<file path="src/rtl/period_meter_pkg.sv">
// Shared constants for the period meter: FSM encoding, parameter defaults,
// and the averaging depth used when PERIOD_METER_AVG_EN is defined.
package period_meter_pkg;

    localparam logic [1:0] ST_IDLE = 2'd0;
    localparam logic [1:0] ST_ARM  = 2'd1;
    localparam logic [1:0] ST_MEAS = 2'd2;

    localparam int unsigned W_DEF       = 32;
    localparam logic [31:0] TIMEOUT_DEF = 32'h00FF_FFFF;

    localparam int unsigned AVG_N     = 4;
    localparam int unsigned AVG_SHIFT = $clog2(AVG_N);

endpackage

</file>
<file path="src/rtl/sync_edge_det.sv">
// Multi-flop synchronizer for an asynchronous input followed by a history
// flop that yields single-cycle rise/fall pulses in the CCLK domain.
module sync_edge_det #(
    parameter int unsigned SYNC_STAGES = 2
) (
    input  logic CCLK,
    input  logic rstn,
    input  logic d,
    output logic q,
    output logic rise,
    output logic fall
);

    logic [SYNC_STAGES-1:0] sync_sr;
    logic                   hist;

    // Synchronizer chain plus one history flop for edge detection.
    always_ff @(posedge CCLK or negedge rstn) begin
        if (!rstn) begin
            sync_sr <= '0;
            hist    <= 1'b0;
        end else begin
            sync_sr <= {sync_sr[SYNC_STAGES-2:0], d};
            hist    <= sync_sr[SYNC_STAGES-1];
        end
    end

    assign q    = sync_sr[SYNC_STAGES-1];
    assign rise = q & ~hist;
    assign fall = ~q & hist;

endmodule

</file>
<file path="src/rtl/period_meter.sv">
// Period / high-time meter for a slow asynchronous square wave, counted in
// CCLK cycles, with a stall timeout. Optional macro PERIOD_METER_AVG_EN
// reports the truncated mean of every four consecutive measurements.
module period_meter
    import period_meter_pkg::*;
#(
    parameter int unsigned W           = W_DEF,
    parameter logic [W-1:0] TIMEOUT    = W'(TIMEOUT_DEF),
    parameter int unsigned SYNC_STAGES = 2
) (
    input  logic         CCLK,
    input  logic         rstn,
    input  logic         en,
    input  logic         sig_in,
    output logic [W-1:0] period_out,
    output logic [W-1:0] high_out,
    output logic         valid,
    output logic         timeout,
    output logic         busy
);

    logic         sig_q;
    logic         rise;
    logic         fall;

    logic [1:0]   state,    state_nxt;
    logic [W-1:0] cnt,      cnt_nxt;
    logic [W-1:0] high_tmp, high_tmp_nxt;
    logic [W-1:0] period_nxt, high_nxt;
    logic         valid_nxt, timeout_nxt, busy_nxt;

`ifdef PERIOD_METER_AVG_EN
    logic [W+1:0] psum, psum_nxt, psum_add;
    logic [W+1:0] hsum, hsum_nxt, hsum_add;
    logic [1:0]   idx,  idx_nxt;
`endif

    sync_edge_det #(
        .SYNC_STAGES (SYNC_STAGES)
    ) u_sync (
        .CCLK (CCLK),
        .rstn (rstn),
        .d    (sig_in),
        .q    (sig_q),
        .rise (rise),
        .fall (fall)
    );

    // State, counter and output registers.
    always_ff @(posedge CCLK or negedge rstn) begin
        if (!rstn) begin
            state      <= ST_IDLE;
            cnt        <= '0;
            high_tmp   <= '0;
            period_out <= '0;
            high_out   <= '0;
            valid      <= 1'b0;
            timeout    <= 1'b0;
            busy       <= 1'b0;
`ifdef PERIOD_METER_AVG_EN
            psum       <= '0;
            hsum       <= '0;
            idx        <= '0;
`endif
        end else begin
            state      <= state_nxt;
            cnt        <= cnt_nxt;
            high_tmp   <= high_tmp_nxt;
            period_out <= period_nxt;
            high_out   <= high_nxt;
            valid      <= valid_nxt;
            timeout    <= timeout_nxt;
            busy       <= busy_nxt;
`ifdef PERIOD_METER_AVG_EN
            psum       <= psum_nxt;
            hsum       <= hsum_nxt;
            idx        <= idx_nxt;
`endif
        end
    end

    // Next-state and datapath decode; en=0 overrides everything and holds outputs.
    always_comb begin
        state_nxt    = state;
        cnt_nxt      = cnt;
        high_tmp_nxt = high_tmp;
        period_nxt   = period_out;
        high_nxt     = high_out;
        valid_nxt    = 1'b0;
        timeout_nxt  = 1'b0;
`ifdef PERIOD_METER_AVG_EN
        psum_nxt     = psum;
        hsum_nxt     = hsum;
        idx_nxt      = idx;
        psum_add     = psum + (W+2)'(cnt);
        hsum_add     = hsum + (W+2)'(high_tmp);
`endif

        if (!en) begin
            state_nxt = ST_IDLE;
`ifdef PERIOD_METER_AVG_EN
            psum_nxt  = '0;
            hsum_nxt  = '0;
            idx_nxt   = '0;
`endif
        end else begin
            case (state)
                ST_IDLE: state_nxt = ST_ARM;
                ST_ARM: begin
                    if (rise) begin
                        cnt_nxt      = W'(1);
                        high_tmp_nxt = '0;
                        state_nxt    = ST_MEAS;
                    end
                end
                ST_MEAS: begin
                    if (rise) begin
`ifdef PERIOD_METER_AVG_EN
                        if (idx == 2'(AVG_N - 1)) begin
                            period_nxt = W'(psum_add >> AVG_SHIFT);
                            high_nxt   = W'(hsum_add >> AVG_SHIFT);
                            valid_nxt  = 1'b1;
                            psum_nxt   = '0;
                            hsum_nxt   = '0;
                            idx_nxt    = '0;
                        end else begin
                            psum_nxt   = psum_add;
                            hsum_nxt   = hsum_add;
                            idx_nxt    = idx + 2'd1;
                        end
`else
                        period_nxt = cnt;
                        high_nxt   = high_tmp;
                        valid_nxt  = 1'b1;
`endif
                        cnt_nxt = W'(1);
                    end else if (cnt == TIMEOUT) begin
                        // Stalled input: re-arm so the next measurement starts clean.
                        timeout_nxt = 1'b1;
                        state_nxt   = ST_ARM;
`ifdef PERIOD_METER_AVG_EN
                        psum_nxt    = '0;
                        hsum_nxt    = '0;
                        idx_nxt     = '0;
`endif
                    end else begin
                        cnt_nxt = cnt + W'(1);
                        if (fall) begin
                            high_tmp_nxt = cnt;
                        end
                    end
                end
                default: state_nxt = ST_IDLE;
            endcase
        end

        busy_nxt = (state_nxt == ST_ARM) || (state_nxt == ST_MEAS);
    end

endmodule

</file>
<file path="config.mk">
export PLATFORM = sky130hd
export DESIGN_NAME = period_meter
export DESIGN_NICKNAME = d
export VERILOG_FILES = /design/src/rtl/period_meter_pkg.sv /design/src/rtl/sync_edge_det.sv /design/src/rtl/period_meter.sv
export SDC_FILE = /design/constraint.sdc
export NUM_CORES = 1
export LEC_CHECK = 0
export BUFFER_PORTS_ARGS = -buffer_cell sky130_fd_sc_hd__buf_2
export CAP_MARGIN = 20
export CORE_MARGIN = 2
export CORE_UTILIZATION = 45
export CTS_CLUSTER_DIAMETER = 60
export DETAILED_ROUTE_END_ITERATION = 12
export HOLD_SLACK_MARGIN = 0.06
export PLACE_DENSITY = 0.75
export REMOVE_ABC_BUFFERS = 1
export SYNTH_ARGS = -nofsm -noshare
export SYNTH_HDL_FRONTEND = slang
export SYNTH_HIERARCHICAL = 1
export SYNTH_SLANG_ARGS = --single-unit
</file>
<file path="constraint.sdc">
create_clock -name CCLK -period 2.55 [get_ports CCLK]
set_input_delay 0.255 -clock CCLK [delete_from_list [all_inputs] [get_ports CCLK]]
set_output_delay 0.255 -clock CCLK [all_outputs]
set_load 0.02 [all_outputs]
</file>
==> flow_summary.ini, run 1 <==
[critical_path]
critPathRequiredTime_ps = 2840
path_class = flop to flop
cp_max_fo = 12
start_kind = flop
end_kind = flop
worstPathArrival_ps = 2640
rr_startpoint = cnt[0]
critPathLaunch = cnt[0]

[route]
drc = 0
drt_iter0_drc = 394
drt-wirelength-per-cell_um = 16.5
antenna_left = 0
drt-pass1-iter-count = 5
wl_um = 13200
vias = 4472
viasPerCell = 5.59

[logic_synthesis]
synth-simple-area-share_pct = 17.2
synthAdderAreaFrac_pct = 0.203
synth_area_leaders = dfrtp_1 55%, mux2_2 10%, nand2_1 5.9%, o21ai_0 3.6%, nand3_1 2.2%
yosysTopAreaCell = dfrtp_1
yosysWarnings = 6
synth_compound_area_share_pct = 11.8
synth_xor_xnor_area_share_pct = 0.142
avgSynthCellArea_um2 = 11.3
synth_top_family_by_area = simple AND/OR/NAND/NOR gates
ys_ff_latch = 136
syn_area_um2 = 6150
netlist.area_leader.share_pct = 55.3
syn_inst = 546
ys_types = 64
synth_mux_area_share_pct = 10.3
yosysSeqAreaShare_pct = 55.3

[cells_and_area]
layout-drive-gt1-share_pct = 30.8
finalInstanceArea_um2 = 7130
syn_to_final_growth_pct = 16.0
nFillCells = 1166
final_core_util_pct = 53.7
diodes = 0
final_net_count = 617

[sta]
slew_violations = 0
timing.final.crit_share_pct = 91.9
slew_headroom_pct = 41.8
finClkSkew_ps = 10.6
fin_crit_ps = 2340
fmax_mhz = 427
setup_ws_ps = 207
hold_viol = 0
worst_pin_slew_ps = 874
rsz0062_at_grt = no
finalSetupViolations = 0

[clocking]
cts_tree = done
cts-root-buf = clkbuf_16
worstSkewPairLatency_ps = 420
cts_buffers = 17
clock_sinks = 136
cts_max_path_buffers = 2
ctsHtreeMaxLevel = 4
clkTransAtPathRegs_ps = 60

[power_and_ir_drop]
power_leakage_uw = 0.00358
clkPwrFrac_pct = 40.9
p_per_area_nw_per_um2 = 767
ir_drop_v = 0.000391
power.total_uw = 5470
seqPwrFrac_pct = 48.0
p_int_uw = 3960
power_switching_uw = 1510
p_sw_share_pct = 27.6
power_frac_comb_pct = 11.1

[die]
start_util_pct = 46.3
dieWidth_um = 121
fp.coreArea_um2 = 13300
fp.dieH_um = 121
io_pins = 71
fp-row-count = 42
dieArea_um2 = 14600

[placed_design]
place.gp.congestion = 0.881
dpl.hpwl_um = 8690
io_buffers = 70
place_ws_ps = 83.7
dpl_cell_area_um2 = 6570

[status]
outcome = finished, final reports clean

[hold_path]
min-delay-start = en
min-delay-path-class = input pin to flop

[grt]
antenna_found_initial = 0
grt_first_pass_wirelength_um = 22300
grtUsageTotal_pct = 19.4
first_global_vias = 4408
grt_overflow = 0
grt_max_degree = 74

[run]
drv_cap = 0
worst paths after layout:
path / endpoint / slack, ps / cells after the start
max: cnt[13] / 210 / 6
min: state[0] / 130 / 2
max reg2reg: cnt[13] / 210 / 6
min reg2reg: u_sync/sync_sr[1] / 360 / 0
max in group asynchronous: high_out[26] / 1380 / 3
min in group asynchronous: high_out[11] / 410 / 2
cell usage in the layout, fill, tap and decap left out, types with 7 or more instances in the layout:
cell         n
dfrtp_1    136
nand2_1     96
buf_2       69
mux2_2      56
o21ai_0     44
nand3_1     27
clkbuf_16   17
nor3_1      12
buf_4       12
inv_1       11
nand4_1     10
and3_1       9
a31oi_1      7
a21o_1       7
kinds of logic (layout without fill, tap and decap cells):
| family | after synthesis | in the layout |
|---|---|---|
| AOI/OAI and AO/OA | 105 | 105 |
| adders and majority gates | 1 | 1 |
| muxes | 56 | 56 |
| buffers and inverters | 50 | 128 |
| DFF | 136 | 136 |
| and+or+nand+nor | 197 | 197 |
| xor gates and xnor gates | 1 | 1 |
critical path, stage by stage (launching register included):
cell and delay, ps:
dfrtp_1 430, ha_1 260, inv_1 130, nor4_4 570
a31oi_2 420, a41oi_1 320, o21ai_1 90
power by group through the flow:
| stage | Clock, uW | Sequential (uW) | Combinational [uW] |
|---|---|---|---|
| 2_1_floorplan | 0 | 2680 | 290 |
| 3_3_place_gp | 0 | 2630 | 592 |
| 3_5_place_dp | 0 | 2650 | 609 |
| 4_1_cts | 2290 | 2620 | 614 |
| 5_1_grt | 2370 | 2660 | 671 |
| 6_report | 2240 | 2620 | 606 |
flip-flops by register name (all words and copies together), names as in the netlist:
signal	count
state	2
period_out	32
u_sync/sync_sr	2
high_out	32
busy	1
u_sync/hist	1
high_tmp	32
cnt	32
valid	1
timeout	1
through the flow:
stage / instances / setup TNS, ps / hold WS [ps]
floorplan: 508 / -121210 / -40.6
global placement: 767 / 0 / 302
detailed placement: 767 / 0 / 316
CTS: 800 / 0 / 117
global route: 800 / 0 / 131
finish: 800 / 0 / 132
final cells by class:
type	count	area [um^2]	share of cell area, %
Clock buffer	22	464	6.51
Sequential cell	136	3400	47.7
Multi-Input combinational cell	360	2440	34.2
Timing Repair Buffer	85	487	6.82
Tap cell	176	220	3.09
Inverter	12	45.0	0.631
Clock inverter	9	76.3	1.07
Yosys cell counts, drive strengths merged:
cell	instances
a211o	6
a21boi	3
a21o	8
a21oi	4
a221o	2
a22oi	2
a2bb2oi	1
a311oi	1
a31o	2
a31oi	8
a32o	1
a41oi	3
and2	5
and2b	1
and3	9
and3b	1
and4	4
buf	19
bufbuf	1
clkbuf	18
dfrtp	136
ha	1
inv	12
mux2	56
nand2	97
nand3	27
nand4	13
nand4b	2
nor2	5
nor2b	1
nor3	13
nor3b	1
nor4	8
o211ai	2
o21a	1
o21ai	48
o311ai	5
o31ai	6
o41ai	2
or3	7
or4	3
xor2	1
repair_timing:
| action | in CTS | in global routing |
|---|---|---|
| setup buffers | 0 | 0 |
| gates resized for setup | 0 | 1 |
| endpoints found under the hold margin | 68 | 0 |
| setup endpoints to repair | 0 | 4 |
| hold buffers | 2 | 0 |
per-layer routing:
layer / vias to the layer above / global-route usage (%) / wire length (um)
li1: 2104 / - / -
met1: 2210 / 27.5 / 6180
met2: 136 / 28.8 / 6140
met3: 22 / 4.70 / 685
met4: 0 / 8.14 / 232
met5: - / 0 / 0
No activity file was read; power rests on OpenSTA's default activity.
==> run 2, diff against run 1 <==
--- a/config.mk
+++ b/config.mk
@@ -7,6 +7,7 @@
 export LEC_CHECK = 0
 export BUFFER_PORTS_ARGS = -buffer_cell sky130_fd_sc_hd__buf_2
 export CAP_MARGIN = 20
+export CORE_ASPECT_RATIO = 0.9
 export CORE_MARGIN = 2
 export CORE_UTILIZATION = 45
 export CTS_CLUSTER_DIAMETER = 60
==> run 2 against run 1 <==
Compared with the run above:
- die area hardly changed
- count of clock-buffer cells in the layout decreased by 2
- critical path depth unchanged
- largest cell class unchanged
- clock power is 15% higher
- cell area is 0.98% higher
- highest routed layer unchanged
==> flow_summary.ini, run 2 (synthesis results as in run 1) <==
[clocking]
ctsHtreeMaxLevel = 4
clock_sinks = 136
cts_buffers = 17
worstSkewPairLatency_ps = 430
clkTransAtPathRegs_ps = 60
cts_max_path_buffers = 2
cts.repair.resized = 0
cts-root-buf = clkbuf_16
cts_tree = done

[cells_and_area]
final_net_count = 616
seq_area_um2 = 3400
multi_input_area_um2 = 2430
nFillCells = 1142
diodes = 0
final_cell_mix = 136 x dfrtp_1, 96 x nand2_1, 69 x buf_2, 56 x mux2_2, 44 x o21ai_0
final_common_cell = dfrtp_1
syn_to_final_growth_pct = 17.1
layout-drive-gt1-share_pct = 30.8

[route]
wl_um = 13500
drt-pass1-iter-count = 5
vias = 4468
antenna_left = 0
viasPerCell = 5.64
drt-wirelength-per-cell_um = 17.1
drc = 0
drt_iter0_drc = 511

[hold_path]
min-delay-path-class = input pin to flop
min-delay-start = en

[critical_path]
cp_max_fo = 23
worstPathArrival_ps = 2570
path_class = flop to flop
end_kind = flop
start_kind = flop
critPathLaunch = cnt[1]
critPathRequiredTime_ps = 2860
rr_startpoint = cnt[1]

[die]
start_util_pct = 46.0
fp-row-count = 40
dieWidth_um = 127
io_pins = 71
fp.dieH_um = 115
fp.coreArea_um2 = 13400
dieArea_um2 = 14600

[power_and_ir_drop]
p_sw_share_pct = 27.0
p_int_uw = 4240
power_frac_comb_pct = 10.2
p_per_area_nw_per_um2 = 806
ir_drop_v = 0.000456
seqPwrFrac_pct = 45.5
clkPwrFrac_pct = 44.4
power_switching_uw = 1570
power_leakage_uw = 0.00360

[sta]
slew_violations = 0
setup_ws_ps = 290
finalSetupViolations = 0
worst_pin_slew_ps = 626
hold_viol = 0
setup_tns_ps = 0
slew_headroom_pct = 58.2
timing.final.crit_share_pct = 88.6
fmax_mhz = 443
hold_ws_ps = 126
fin_crit_ps = 2260
rsz0062_at_grt = no
finClkSkew_ps = 11.9

[placed_design]
place.gp.congestion = 0.901
place_ws_ps = 365
io_buffers = 70
dpl.hpwl_um = 8630

[grt]
grt_first_pass_wirelength_um = 22700
first_global_vias = 4472
grt_max_degree = 74
antenna_found_initial = 0
grt_overflow = 0
grtUsageTotal_pct = 19.9

[run]
drv_cap = 0

[status]
outcome = finished, final reports clean
## run 2: cell types whose count changed in the layout (fill, tap and decap cells not counted), sizes merged
cell      previous run  this run
buf                 83        82
bufinv               1         4
clkbuf              22        20
clkinv               7         5
clkinvlp             1         3
## run 2: cell type report
type / count / share of cell area [%]
Sequential cell: 136 / 47.2
Clock inverter: 12 / 2.43
Inverter: 12 / 0.625
Multi-Input combinational cell: 360 / 33.8
Tap cell: 168 / 2.92
Clock buffer: 20 / 6.20
Timing Repair Buffer: 84 / 6.83
## run 2: metrics by stage
stage	cells	area [um^2]	utilization, %	power [uW]
after floorplan	508	5880	-	2970
after global placement	758	6560	49.1	3230
after detailed placement	758	6560	49.1	3260
after CTS	792	7200	53.9	5850
after global routing	792	7200	53.9	6050
final	792	7200	53.9	5810
## run 2: per-layer routing
metal	part of all wire (%)	GRT usage [%]
met1	48	28.0
met2	45	29.6
met3	5.7	5.40
met4	1.6	8.06
met5	0	0
## run 2: power groups by stage
stage,logic (uW),registers (uW),clock network [uW]
5_1_grt,658,2680,2710
3_5_place_dp,592,2670,0
2_1_floorplan,290,2680,0
3_3_place_gp,584,2650,0
4_1_cts,599,2640,2610
6_report,592,2640,2580
## run 2: final timing paths
kind	cells past startpoint	to	slack, ps
hold reg to reg	0	u_sync/sync_sr[1]	350
setup reg to reg	6	cnt[31]	290
setup / recovery	6	cnt[31]	290
max in group asynchronous	3	high_out[3]	1390
hold / removal	2	state[0]	130
min in group asynchronous	2	period_out[13]	400
## run 2: critical path, stage by stage (launching register included)
cell	delay, ps
dfrtp_1	440
ha_1	280
inv_1	140
nor4_4	500
a31o_4	420
nor3_1	90
a211o_1	280
## run 2: what timing repair did
action	4_1_cts	5_1_grt
setup buffers	0	0
hold buffers	2	0
hold endpoints to repair	67	0
==> run 3, diff against run 2 <==
--- a/config.mk
+++ b/config.mk
@@ -7,13 +7,12 @@
 export LEC_CHECK = 0
 export BUFFER_PORTS_ARGS = -buffer_cell sky130_fd_sc_hd__buf_2
 export CAP_MARGIN = 20
-export CORE_ASPECT_RATIO = 0.9
 export CORE_MARGIN = 2
-export CORE_UTILIZATION = 45
+export CORE_UTILIZATION = 55
 export CTS_CLUSTER_DIAMETER = 60
 export DETAILED_ROUTE_END_ITERATION = 12
 export HOLD_SLACK_MARGIN = 0.06
-export PLACE_DENSITY = 0.75
+export PLACE_DENSITY = 0.87
 export REMOVE_ABC_BUFFERS = 1
 export SYNTH_ARGS = -nofsm -noshare
 export SYNTH_HDL_FRONTEND = slang
==> run 3 against run 2 <==
Compared with the run above:
- clock skew decreased by 4.1 ps
- worst setup slack got worse by 79 ps
- wire length increased by 4.6%
- sequential share of layout area about the same
- via count increased by 4.1%
- utilization increased by 12 points
- non-clock buffer count increased by 6
- global-route usage increased by 4.7 points
- sequential power about the same
- critical endpoint is now high_tmp[19]
- largest power group unchanged
- highest routed layer unchanged
==> flow_summary.ini, run 3 (synthesis results as in run 1) <==
[route]
drc = 0
drt-pass1-iter-count = 7
antenna_left = 0
wl_um = 14100
vias = 4649
viasPerCell = 6.05
drt-wirelength-per-cell_um = 18.4
drt_iter0_drc = 452

[clocking]
ctsHtreeMaxLevel = 4
clkTransAtPathRegs_ps = 60
cts_buffers = 17
clock_sinks = 136
worstSkewPairLatency_ps = 530
cts-root-buf = clkbuf_8
cts_max_path_buffers = 2
cts_tree = done

[critical_path]
rr_startpoint = cnt[20]
start_kind = flop
worstPathArrival_ps = 2770
end_kind = flop
cp_max_fo = 42
rrSetupSlack_ps = 210
r2r_cells = 5
critPathRequiredTime_ps = 2980
path_class = flop to flop
reg2reg_to = high_tmp[19]

[placed_design]
place.gp.congestion = 0.878
dpl_cell_area_um2 = 6540
io_buffers = 70
place_ws_ps = 218
dpl.cell_count = 732
dpl.hpwl_um = 8710

[status]
outcome = finished, final reports clean

[grt]
grt_first_pass_wirelength_um = 22600
grt_overflow = 0
antenna_found_initial = 0
grt_max_degree = 74
first_global_vias = 4520
grtUsageTotal_pct = 24.6

[die]
start_util_pct = 56.5
dieArea_um2 = 12000
fp.dieH_um = 110
io_pins = 71
dieWidth_um = 110
fp-row-count = 38
fp.coreArea_um2 = 10900

[cells_and_area]
finalInstanceArea_um2 = 7200
final_cell_mix = 136 x dfrtp_1, 96 x nand2_1, 69 x buf_2, 56 x mux2_2, 44 x o21ai_0
fin_cells = 769
layout-drive-gt1-share_pct = 31.5
syn_to_final_growth_pct = 17.0
final_common_cell = dfrtp_1
nFillCells = 793
final_net_count = 623
diodes = 0

[sta]
timing.final.crit_share_pct = 91.7
hold_ws_ps = 270
fin_crit_ps = 2340
fmax_mhz = 428
setup_ws_ps = 211
slew_violations = 0
hold_viol = 0
slew_headroom_pct = 42.1
finClkSkew_ps = 7.78
worst_pin_slew_ps = 868
finalSetupViolations = 0
rsz0062_at_grt = no

[power_and_ir_drop]
p_int_uw = 4100
seqPwrFrac_pct = 45.9
ir_drop_v = 0.000421
p_sw_share_pct = 28.1
clkPwrFrac_pct = 42.3
power_switching_uw = 1610
power_frac_comb_pct = 11.7
p_per_area_nw_per_um2 = 793
power_leakage_uw = 0.00361

[hold_path]
min-delay-path-class = input pin to asynchronous set/reset pin

[run]
drv_cap = 0
==> run 3: area by class of cell <==
type | instances | area (um^2) | area share, %
Sequential cell | 136 | 3400 | 47.3
Tap cell | 140 | 175 | 2.43
Clock inverter | 11 | 149 | 2.07
Timing Repair Buffer | 90 | 539 | 7.49
Multi-Input combinational cell | 361 | 2450 | 34.1
Inverter | 12 | 45.0 | 0.626
Clock buffer | 19 | 432 | 6.00
==> run 3: worst max-delay path: stages, from the launching register on <==
cell and delay [ps]:
dfrtp_1 530, nand4_2 240, nor3_2 600, a311oi_4 340, buf_12 260, o21ai_0 250
==> run 3: what timing repair did <==
item	in CTS	in global routing
buffers inserted	0	3
endpoints found under the setup margin	0	4
hold buffers	3	0
hold endpoints to repair	64	0
resized for setup	0	1
==> run 3: how the worst max path moves through the flow <==
stage / endpoint / slack (ps) / startpoint
2_1_floorplan: cnt[10] / -1390 / u_sync/hist
3_3_place_gp: cnt[13] / 300 / cnt[0]
3_5_place_dp: cnt[13] / 220 / cnt[0]
4_1_cts: cnt[13] / 200 / cnt[0]
5_1_grt: high_tmp[19] / 130 / cnt[15]
6_report: high_tmp[19] / 210 / cnt[20]
==> run 3: metrics by stage <==
step           setup TNS [ps]  total power (uW)  util (%)
2_1_floorplan         -121210              2970         -
3_3_place_gp                0              3240      60.1
3_5_place_dp                0              3290      60.1
4_1_cts                     0              5700      65.7
5_1_grt                     0              5920      66.1
6_report                    0              5710      66.1
==> run 3: per-layer routing <==
| layer | routed length (um) | global-route usage (%) | part of all wire (%) | vias up |
|---|---|---|---|---|
| met5 | 0 | 0 | 0 | - |
| met4 | 399 | 11.2 | 2.8 | 0 |
| met3 | 958 | 6.05 | 6.8 | 39 |
| met2 | 6790 | 38.4 | 48 | 209 |
| met1 | 5990 | 32.6 | 42 | 2294 |
| li1 | - | - | - | 2107 |
==> run 3: power by group through the flow <==
stage / Sequential [uW] / Clock [uW] / Combinational [uW]
floorplan: 2680 / 0 / 290
global placement: 2630 / 0 / 608
detailed placement: 2650 / 0 / 637
CTS: 2620 / 2440 / 650
global route: 2650 / 2550 / 727
finish: 2620 / 2420 / 671
